==> config.mk <==
export PLATFORM = sky130hd
export DESIGN_NAME = rv_mem_arbiter
export DESIGN_NICKNAME = d
export VERILOG_FILES = /design/src/rtl/rv_mem_arbiter.sv
export SDC_FILE = /design/constraint.sdc
export NUM_CORES = 1
export LEC_CHECK = 0
export CAP_MARGIN = 20
export CORE_ASPECT_RATIO = 0.8
export CORE_MARGIN = 3
export CORE_UTILIZATION = 34
export CTS_BUF_LIST = sky130_fd_sc_hd__clkbuf_4 sky130_fd_sc_hd__clkbuf_8
export DETAILED_ROUTE_END_ITERATION = 8
export PLACE_DENSITY = 0.82
export SLEW_MARGIN = 20
export SYNTH_ARGS = -nofsm -noshare
export SYNTH_HDL_FRONTEND = slang
export SYNTH_SLANG_ARGS = --single-unit
==> constraint.sdc <==
create_clock -name clk -period 1.3 [get_ports clk]
set_input_delay 0.195 -clock clk [delete_from_list [all_inputs] [get_ports clk]]
set_output_delay 0.195 -clock clk [all_outputs]
set_load 0.05 [all_outputs]
==> src/rtl/rv_mem_arbiter.sv <==
// Two-port arbiter in front of the single-port unified memory of the multicycle core.
// Port 0 is the core (fetch, LW/SW), port 1 is the program loader / debug port.
// Each access is serialised as IDLE -> ACCESS (MEM_LAT cycles) -> DONE (one-cycle ack).
//
// state  | meaning
// -------+--------------------------------------------------------------
// IDLE   | no access in flight; requests are sampled and arbitrated here
// ACCESS | mem_en high, address/data/we held; cnt counts down to 0
// DONE   | ack pulses for the granted port; gnt clears on exit
module rv_mem_arbiter #(
  parameter int MEM_LAT   = 1,
  parameter bit FIXED_PRI = 1'b0
) (
  input  logic        clk,
  input  logic        rst,
  input  logic [1:0]  req,
  input  logic [1:0]  we,
  input  logic [31:0] addr0,
  input  logic [31:0] wdata0,
  input  logic [31:0] addr1,
  input  logic [31:0] wdata1,
  output logic [1:0]  ack,
  output logic [31:0] rdata,
  output logic [1:0]  gnt,
  output logic        busy,
  output logic        mem_en,
  output logic        mem_we,
  output logic [31:0] mem_addr,
  output logic [31:0] mem_wdata,
  input  logic [31:0] mem_rdata
);

  localparam int CW = $clog2(MEM_LAT + 1);
  localparam logic [CW-1:0] CNT_LOAD = CW'(MEM_LAT - 1);

  localparam logic [1:0] S_IDLE   = 2'd0;
  localparam logic [1:0] S_ACCESS = 2'd1;
  localparam logic [1:0] S_DONE   = 2'd2;

  logic [1:0]    state;
  logic [CW-1:0] cnt;
  logic          last_gnt;  // 1 = port 1 was granted last
  logic          win;       // 1 = port 1 wins this arbitration

  // Winner selection: fixed priority to the core, or round-robin on a tie
  always_comb begin
    win = 1'b0;
    if (FIXED_PRI) begin
      win = ~req[0];
    end else if (req == 2'b11) begin
      win = ~last_gnt;
    end else begin
      win = req[1];
    end
  end

  // Access sequencing, grant/latch of the winner's request, read data capture
  always_ff @(posedge clk) begin
    if (rst) begin
      state     <= S_IDLE;
      cnt       <= '0;
      last_gnt  <= 1'b1;
      gnt       <= 2'b00;
      mem_we    <= 1'b0;
      mem_addr  <= '0;
      mem_wdata <= '0;
      rdata     <= '0;
    end else begin
      case (state)
        S_IDLE: begin
          if (req != 2'b00) begin
            state     <= S_ACCESS;
            cnt       <= CNT_LOAD;
            last_gnt  <= win;
            gnt       <= win ? 2'b10 : 2'b01;
            mem_we    <= win ? we[1] : we[0];
            mem_addr  <= win ? addr1 : addr0;
            mem_wdata <= win ? wdata1 : wdata0;
          end
        end
        S_ACCESS: begin
          if (cnt == '0) begin
            if (!mem_we) begin
              rdata <= mem_rdata;
            end
            state <= S_DONE;
          end else begin
            cnt <= cnt - 1'b1;
          end
        end
        S_DONE: begin
          state <= S_IDLE;
          gnt   <= 2'b00;
        end
        default: begin
          state <= S_IDLE;
          gnt   <= 2'b00;
        end
      endcase
    end
  end

  // Decoded status: ack is the grant qualified by DONE, so it is one-hot or zero
  always_comb begin
    ack    = (state == S_DONE) ? gnt : 2'b00;
    mem_en = (state == S_ACCESS);
    busy   = (state != S_IDLE);
  end

endmodule
# Word level (Yosys, flattened, before mapping)
# Index checks and enable logic that the tools add are counted.
[classes]
mux = 14
reduce_logical = 9
n_eq_ne = 5
n_addsub = 1
n_bitwise = 4
[op_table]
columns = ["op", "count"]
rows = [
  ["$mux W32", 2],
  ["$mux W2", 5],
  ["$pmux W2 S2", 2],
  ["$reduce_and A2 Y1", 4],
  ["$reduce_bool A2 Y1", 3],
  ["$eq A2 B2 Y1 const B", 2],
  ["$mux W1", 4],
  ["$ne A2 B2 Y1 const B", 2],
  ["$not A1 Y1", 4],
  ["$reduce_and A3 Y1", 1],
  ["$eq A2 B1 Y1 const B", 1],
  ["$logic_not A2 Y1", 1],
  ["$pmux W1 S2", 1],
  ["$sub A1 B1 Y1 const B", 1],
]
[word_totals]
reg_bits = 103
in_bits = 166
wordCells = 41
out_inout_bits = 103

# Longest topological paths before layout
# Gate-level depths: netlist (run 1).
[logic_depth]
depth_word = 5
depth_mapped = 6
depth_no_buf = 3

# Worst setup path after synthesis (run 1)
# Ideal clock, no wire load.
[synth_timing]
path_kind = "register to output"
startpoint = "register gnt[0]"
endpoint = "output port ack[0]"
n_path_buf = 0
stages_incl_launch_ff = 2
required_ps = 1105
setup_slack_ps = -746
t_arrival_ps = 1851
cell_sequence = "dfxtp_1 > nor3b_1"
[synth_between]
elab_chain_len = 1
[synth_lines]
columns = ["element", "line_no", "rtl"]
rows = [
  ["start: declaration", "24", "output logic [1:0] gnt,"],
  ["start signal: assignment", "75", "gnt <= win ? 2'b10 : 2'b01;"],
  ["$mux W2", "105", "ack = (state == S_DONE) ? gnt : 2'b00;"],
  ["end: declaration", "22", "output logic [1:0] ack,"],
]
# Every way passes these cells.

# Worst setup path after layout (run 1)
[layout_timing]
startpoint = "register state[1]"
endpoint = "register mem_wdata[18]"
[layout_between]
elab_chain_len = 2
[layout_lines]
columns = ["element", "line_no", "rtl"]
rows = [
  ["start: declaration", "40", "logic [1:0] state;"],
  ["start signal: assignment", "60", "state <= S_IDLE;"],
  ["start signal: assignment", "72", "state <= S_ACCESS;"],
  ["start signal: assignment", "86", "state <= S_DONE;"],
  ["$logic_not A2 Y1", "69", "case (state)"],
  ["$reduce_and A2 Y1 (no line)", "n/a", ""],
  ["end signal: assignment", "78", "mem_wdata <= win ? wdata1 : wdata0;"],
  ["end: declaration", "29", "output logic [31:0] mem_wdata,"],
]
# Every way passes these cells.
# A chain may end at the register's enable or synchronous reset.

==> flow_summary.toml, run 1 <==
[outcome]
run_status = "complete, but fails checks"
failed_checks = "setup timing"

[global_routing]
number_of_global_route_vias_before_repair = 5570
antenna_found_initial = 0
grt_max_degree = 37
wire_length_of_the_first_global_routing_pass_um = 30900
groute.usage.overall_pct = 27.8
overflow = 0

[sta]
fmax_mhz = 611
finalSetupTns_ns = -20.91
post-route-worst-setup-slack_ns = -0.336
clock_skew_ns = 0.0141
maxSlewHeadroom_pct = 72.8
hold_ws_ns = 0.240
setup_failing_eps_final = 104
hold_viol = 0
grt_setup_unrepaired = "true"
drv_slew = 0
worstMarginPinSlew_ns = 0.409
final.min_clock_period_ns = 1.64
fin_crit_sh_pct = 126

[final_layout]
antenna_cells = 0
fraction_of_layout_instances_using_a_drive_strength_above_1_pct = 39.0
fillers = 707
syn_to_final_growth_pct = 129
final_util_pct = 80.2
final_design_area_no_fill_um2 = 9830
finish.net_count = 990

[die]
coreArea_um2 = 12300
io_pins = 269
initial_util_pct = 35.0
die_area_um2 = 14000
die_width_um = 132
placementRows = 36
die_height_um = 106

[synth]
synth.net_count = 708
synth.avg_cell_area_um2 = 7.90
netlist-cell-type-count = 22
sequential_cell_area_fraction_in_the_yosys_report_pct = 47.7
number_of_instances_in_the_synthesized_netlist = 542
ys_warn_count = 0
synth_area_um2 = 4280
ys_ff_latch = 102

[routing]
detail-route-antenna-nets = 0
count_of_vias_placed_by_the_detailed_router = 5674
drt_first_pass_iters = 4
wirelength_um = 21700
drt_drc = 0
initialDrtViolationCount = 355
routed_wire_length_per_instance_um = 21.7
drt-vias-per-instance = 5.67

[clocking]
clock_insertion_delay_worst_skew_ns = 0.37
tritoncts.num_buffers = 9
clk_pin_slew_worst_paths_ns = 0.11
hold_buffers = 0
cts.path.max_buffers = 2
clock-root-buffer = "clkbuf_8"
cts_sinks = 102
htree_levels = 3
tritoncts_clock_tree = "done"

[worst_setup_path]
cp-start-kind = "flop"
r2r_slack_ns = -0.34
critical_path_peak_fanout = 8
critical_path_end_type = "flop"
timing.critical_path.arrival_ns = 1.92
data_required_time_of_the_worst_path_ns = 1.59
criticalPathCategory = "flop to flop"

[power]
power.share.combinational_pct = 43.4
power_density_nw_per_um2 = 1040
power.sequential.fraction_pct = 36.0
power.static_leakage_nw = 3.56
share_clk_of_total_power_pct = 20.6
vdd.ir_drop.worst_uv = 724
power.internal_mw = 6.56
p_sw_mw = 3.64
power_switching_share_pct = 35.7

[placement]
routabilityCongestion = 0.799
placed_cell_area_um2 = 8430
detailedPlacementHpwl_um = 12400
port_buffers = 268
post-place-ws_ns = -0.356

[hold_path]
worst_hold_path_type = "primary input to flop"

[job]
cap_violations = 0
-- worst max-delay path: stages, from the launching register on --
cell	delay (ns)
dfxtp_2	0.34
buf_6	0.12
buf_12	0.12
nor3b_4	0.22
buf_12	0.18
buf_12	0.11
buf_16	0.13
nand3_1	0.11
a31oi_1	0.21
-- state kept, by name, summed over array words and instances, names as in the netlist --
register / count
mem_we: 1
state: 2
mem_addr: 32
gnt: 2
rdata: 32
mem_wdata: 32
last_gnt: 1
-- cells by family (layout without fill, tap and decap cells) --
family                 count (synthesis)  count (layout)  synth area share [%]
AND/OR/NAND/NOR                      210             210                  23.4
AO/OA/AOI/OAI                        167             167                  21.6
flip-flops                           102             102                  47.7
buffers and inverters                 63             350                  7.36
-- final cells by class --
class                      instances  area (µm²)  area share (%)
sequential                       102        2050            20.8
clock inverter                     6        68.8           0.700
clock buffer                      10         131            1.34
inverter                           2        7.51          0.0764
multi-input combinational        377        2560            26.1
tap                              171         214            2.18
timing repair buffer             332        4800            48.8
-- placed cells by master, fill, tap and decap left out, drive strengths merged --
master and n:
buf 165, clkdlybuf4s50 164, nand3 130, dfxtp 102
nand2 67, a31oi 65, o21ai 65, a21oi 34
clkbuf 13, nor3b 5, inv 5, o211ai 2
nor2b 2, nor2 2, or2 1, nand2b 1
nor3 1, or3b 1, a211o 1, clkinvlp 1
bufinv 1, clkinv 1
-- routing by layer --
metal / wire (µm) / global-route usage [%] / share of wire (%)
met5: 0 / 0 / 0
met3: 2180 / 9.74 / 10
met4: 648 / 10.6 / 3.0
met1: 8210 / 32.7 / 38
met2: 10600 / 47.0 / 49
-- power groups by stage --
stage               sequential (mW)  combinational, mW  clock [mW]
floorplan                      4.45              0.869           0
global placement               3.72               3.63           0
detailed placement             3.74               3.66           0
CTS                            3.66               4.19        2.13
global route                   3.70               4.58        2.25
finish                         3.67               4.43        2.10
-- per-stage QoR --
stage / power, mW / std cells
2_1_floorplan: 5.32 / 542
3_3_place_gp: 7.35 / 954
3_5_place_dp: 7.40 / 954
4_1_cts: 9.98 / 996
5_1_grt: 10.5 / 1000
6_report: 10.2 / 1000
-- cell usage after synthesis (all sizes together) --
cell type / count / share of area [%]
nand2b: 1 / 0.15
nor3b: 5 / 1.2
nor2b: 2 / 0.29
nor2: 2 / 0.18
o21ai: 65 / 7.6
nand3: 130 / 15
nand2: 67 / 5.9
a211o: 1 / 0.20
or2: 1 / 0.15
a31oi: 65 / 9.5
o211ai: 2 / 0.35
nor3: 1 / 0.12
a21oi: 34 / 4.0
buf: 34 / 4.8
inv: 2 / 0.18
or3b: 1 / 0.20
clkbuf: 27 / 2.4
dfxtp: 102 / 48
-- repair_timing --
action | CTS | global route
endpoints found under the setup margin | 101 | 105
buffers inserted | 12 | 8
endpoints found under the hold margin | 0 | 0
gates resized for setup | 61 | 111
cloned | 14 | 3
pin swaps | 60 | 82
-- final timing paths --
check,startpoint,endpoint,cells past startpoint
max,state[1],mem_wdata[18],8
min,rst,rdata[20],2
max reg2reg,state[1],mem_wdata[18],8
min reg2reg,rdata[23],rdata[23],2
No activity file was read; power rests on OpenSTA's default activity.
==> inputs of run 2 (changes only) <==
- CTS_CLUSTER_DIAMETER: not set -> 120
- RECOVER_POWER: not set -> 100
==> flow_summary.toml, run 2 (synthesis results as in run 1) <==
[sta]
drv_slew = 0
hold_ws_ns = 0.226
grt_setup_unrepaired = "true"
hold_viol = 0
post-route-worst-setup-slack_ns = -0.339
fin_crit_sh_pct = 126
fmax_mhz = 610
worstMarginPinSlew_ns = 0.389
final.min_clock_period_ns = 1.64
clock_skew_ns = 0.0139
finalSetupTns_ns = -20.98
setup_failing_eps_final = 104
maxSlewHeadroom_pct = 74.1

[routing]
detail-route-antenna-nets = 0
drt_drc = 0
drt-vias-per-instance = 5.70
drt_first_pass_iters = 4
wirelength_um = 22000
initialDrtViolationCount = 413
routed_wire_length_per_instance_um = 22.0
count_of_vias_placed_by_the_detailed_router = 5701

[worst_setup_path]
critical_path_end_type = "flop"
data_required_time_of_the_worst_path_ns = 1.59
cp-start-kind = "flop"
timing.critical_path.arrival_ns = 1.93
cpMaxStageDelayCell = "dfxtp_2"
cp_cell_sequence = "buf_6 > buf_12 > nor3b_4 > buf_12 > buf_12 > buf_16 > nand3_1 > a31oi_1"
critical_path_peak_fanout = 8
critical_path.max_stage_delay_ns = 0.34
crit_top_cell = "buf_12"
criticalPathCategory = "flop to flop"

[die]
io_pins = 269
die_width_um = 132
die_area_um2 = 14000
initial_util_pct = 35.0
die_height_um = 106
coreArea_um2 = 12300
placementRows = 36

[power]
power.static_leakage_nw = 3.18
power_density_nw_per_um2 = 1120
vdd.ir_drop.worst_uv = 699

[clocking]
tritoncts_clock_tree = "done"
tritoncts.num_buffers = 9
clk_pin_slew_worst_paths_ns = 0.11
clock_insertion_delay_worst_skew_ns = 0.37
clock-root-buffer = "clkbuf_8"
cts.path.max_buffers = 2
cts_sinks = 102
htree_levels = 3

[placement]
detailedPlacementHpwl_um = 12400
port_buffers = 268
routabilityCongestion = 0.799

[global_routing]
met3_grt_util_pct = 9.74
use_met1_pct = 32.7
met2_demand_to_capacity_share_in_global_routing_pct = 47.0
antenna_found_initial = 0
groute.usage.overall_pct = 27.8
overflow = 0
wire_length_of_the_first_global_routing_pass_um = 30900
busiest_layer = "met2"
grt_max_degree = 37
number_of_global_route_vias_before_repair = 5570

[hold_path]
worst_hold_path_type = "primary input to flop"

[job]
cap_violations = 0

[final_layout]
antenna_cells = 0
biggestRegsByFlops = "mem_addr x32, mem_wdata x32, rdata x32"
finish.net_count = 990
syn_to_final_growth_pct = 95.3
most_used_cells_in_the_layout_excluding_fill_and_tap_cells = "164 x clkdlybuf4s50_1, 99 x dfxtp_1, 92 x clkbuf_2, 70 x nand3_1, 63 x a31oi_1"
layout_commonest_cell = "clkdlybuf4s50_1"
fraction_of_layout_instances_using_a_drive_strength_above_1_pct = 38.8

[outcome]
failed_checks = "setup timing"
run_status = "complete, but fails checks"
[run 2: report_power, final]
| part | internal, mW | total (mW) | switching (mW) |
|---|---|---|---|
| clock | 0.932 | 2.10 | 1.17 |
| sequential | 3.39 | 3.54 | 0.150 |
| combinational | 1.50 | 3.69 | 2.19 |
[run 2: timing repair]
item                       in CTS  in global routing
gates cloned                   14                  3
setup endpoints to repair     101                105
buffers inserted               12                  8
pin swaps                      60                 82
hold buffers                    0                  0
gates resized for setup        61                111
[run 2: final cells by class]
type	count	area [µm²]
Clock buffer	10	131
Clock inverter	6	68.8
Fill cell	891	3880
Inverter	2	7.51
Multi-Input combinational cell	377	2560
Sequential cell	102	2050
Tap cell	171	214
Timing Repair Buffer	332	3340
[run 2: worst max-delay path: cells and delay by family, from the launching register on]
family          cells  cell delay, ns
flops               1            0.34
buf+inv             5            0.65
compound gates      1            0.21
simple gates        2            0.34
[run 2: worst paths after layout]
check	from	to	slack (ns)	cells after the start
min reg2reg	rdata[23]	rdata[23]	0.47	2
max	state[1]	mem_wdata[18]	-0.34	8
min	rst	rdata[26]	0.23	2
max reg2reg	state[1]	mem_wdata[18]	-0.34	8
[run 2: layer usage]
metal	wire (µm)	part of all wire, %
met5	0	0
met4	629	2.9
met3	2220	10
met2	10700	49
met1	8450	38
[run 2: through the flow]
| stage | util [%] | area [µm²] | cells | power [mW] | setup WS (ns) |
|---|---|---|---|---|---|
| 5_1_grt | 68.3 | 8370 | 1000 | 9.66 | -0.422 |
| 3_5_place_dp | 68.8 | 8430 | 954 | 7.40 | -0.356 |
| 2_1_floorplan | - | 4360 | 542 | 5.32 | -0.105 |
| 6_report | 68.3 | 8370 | 1000 | 9.33 | -0.339 |
| 4_1_cts | 76.7 | 9400 | 996 | 9.98 | -0.257 |
| 3_3_place_gp | 68.8 | 8430 | 954 | 7.35 | -0.260 |
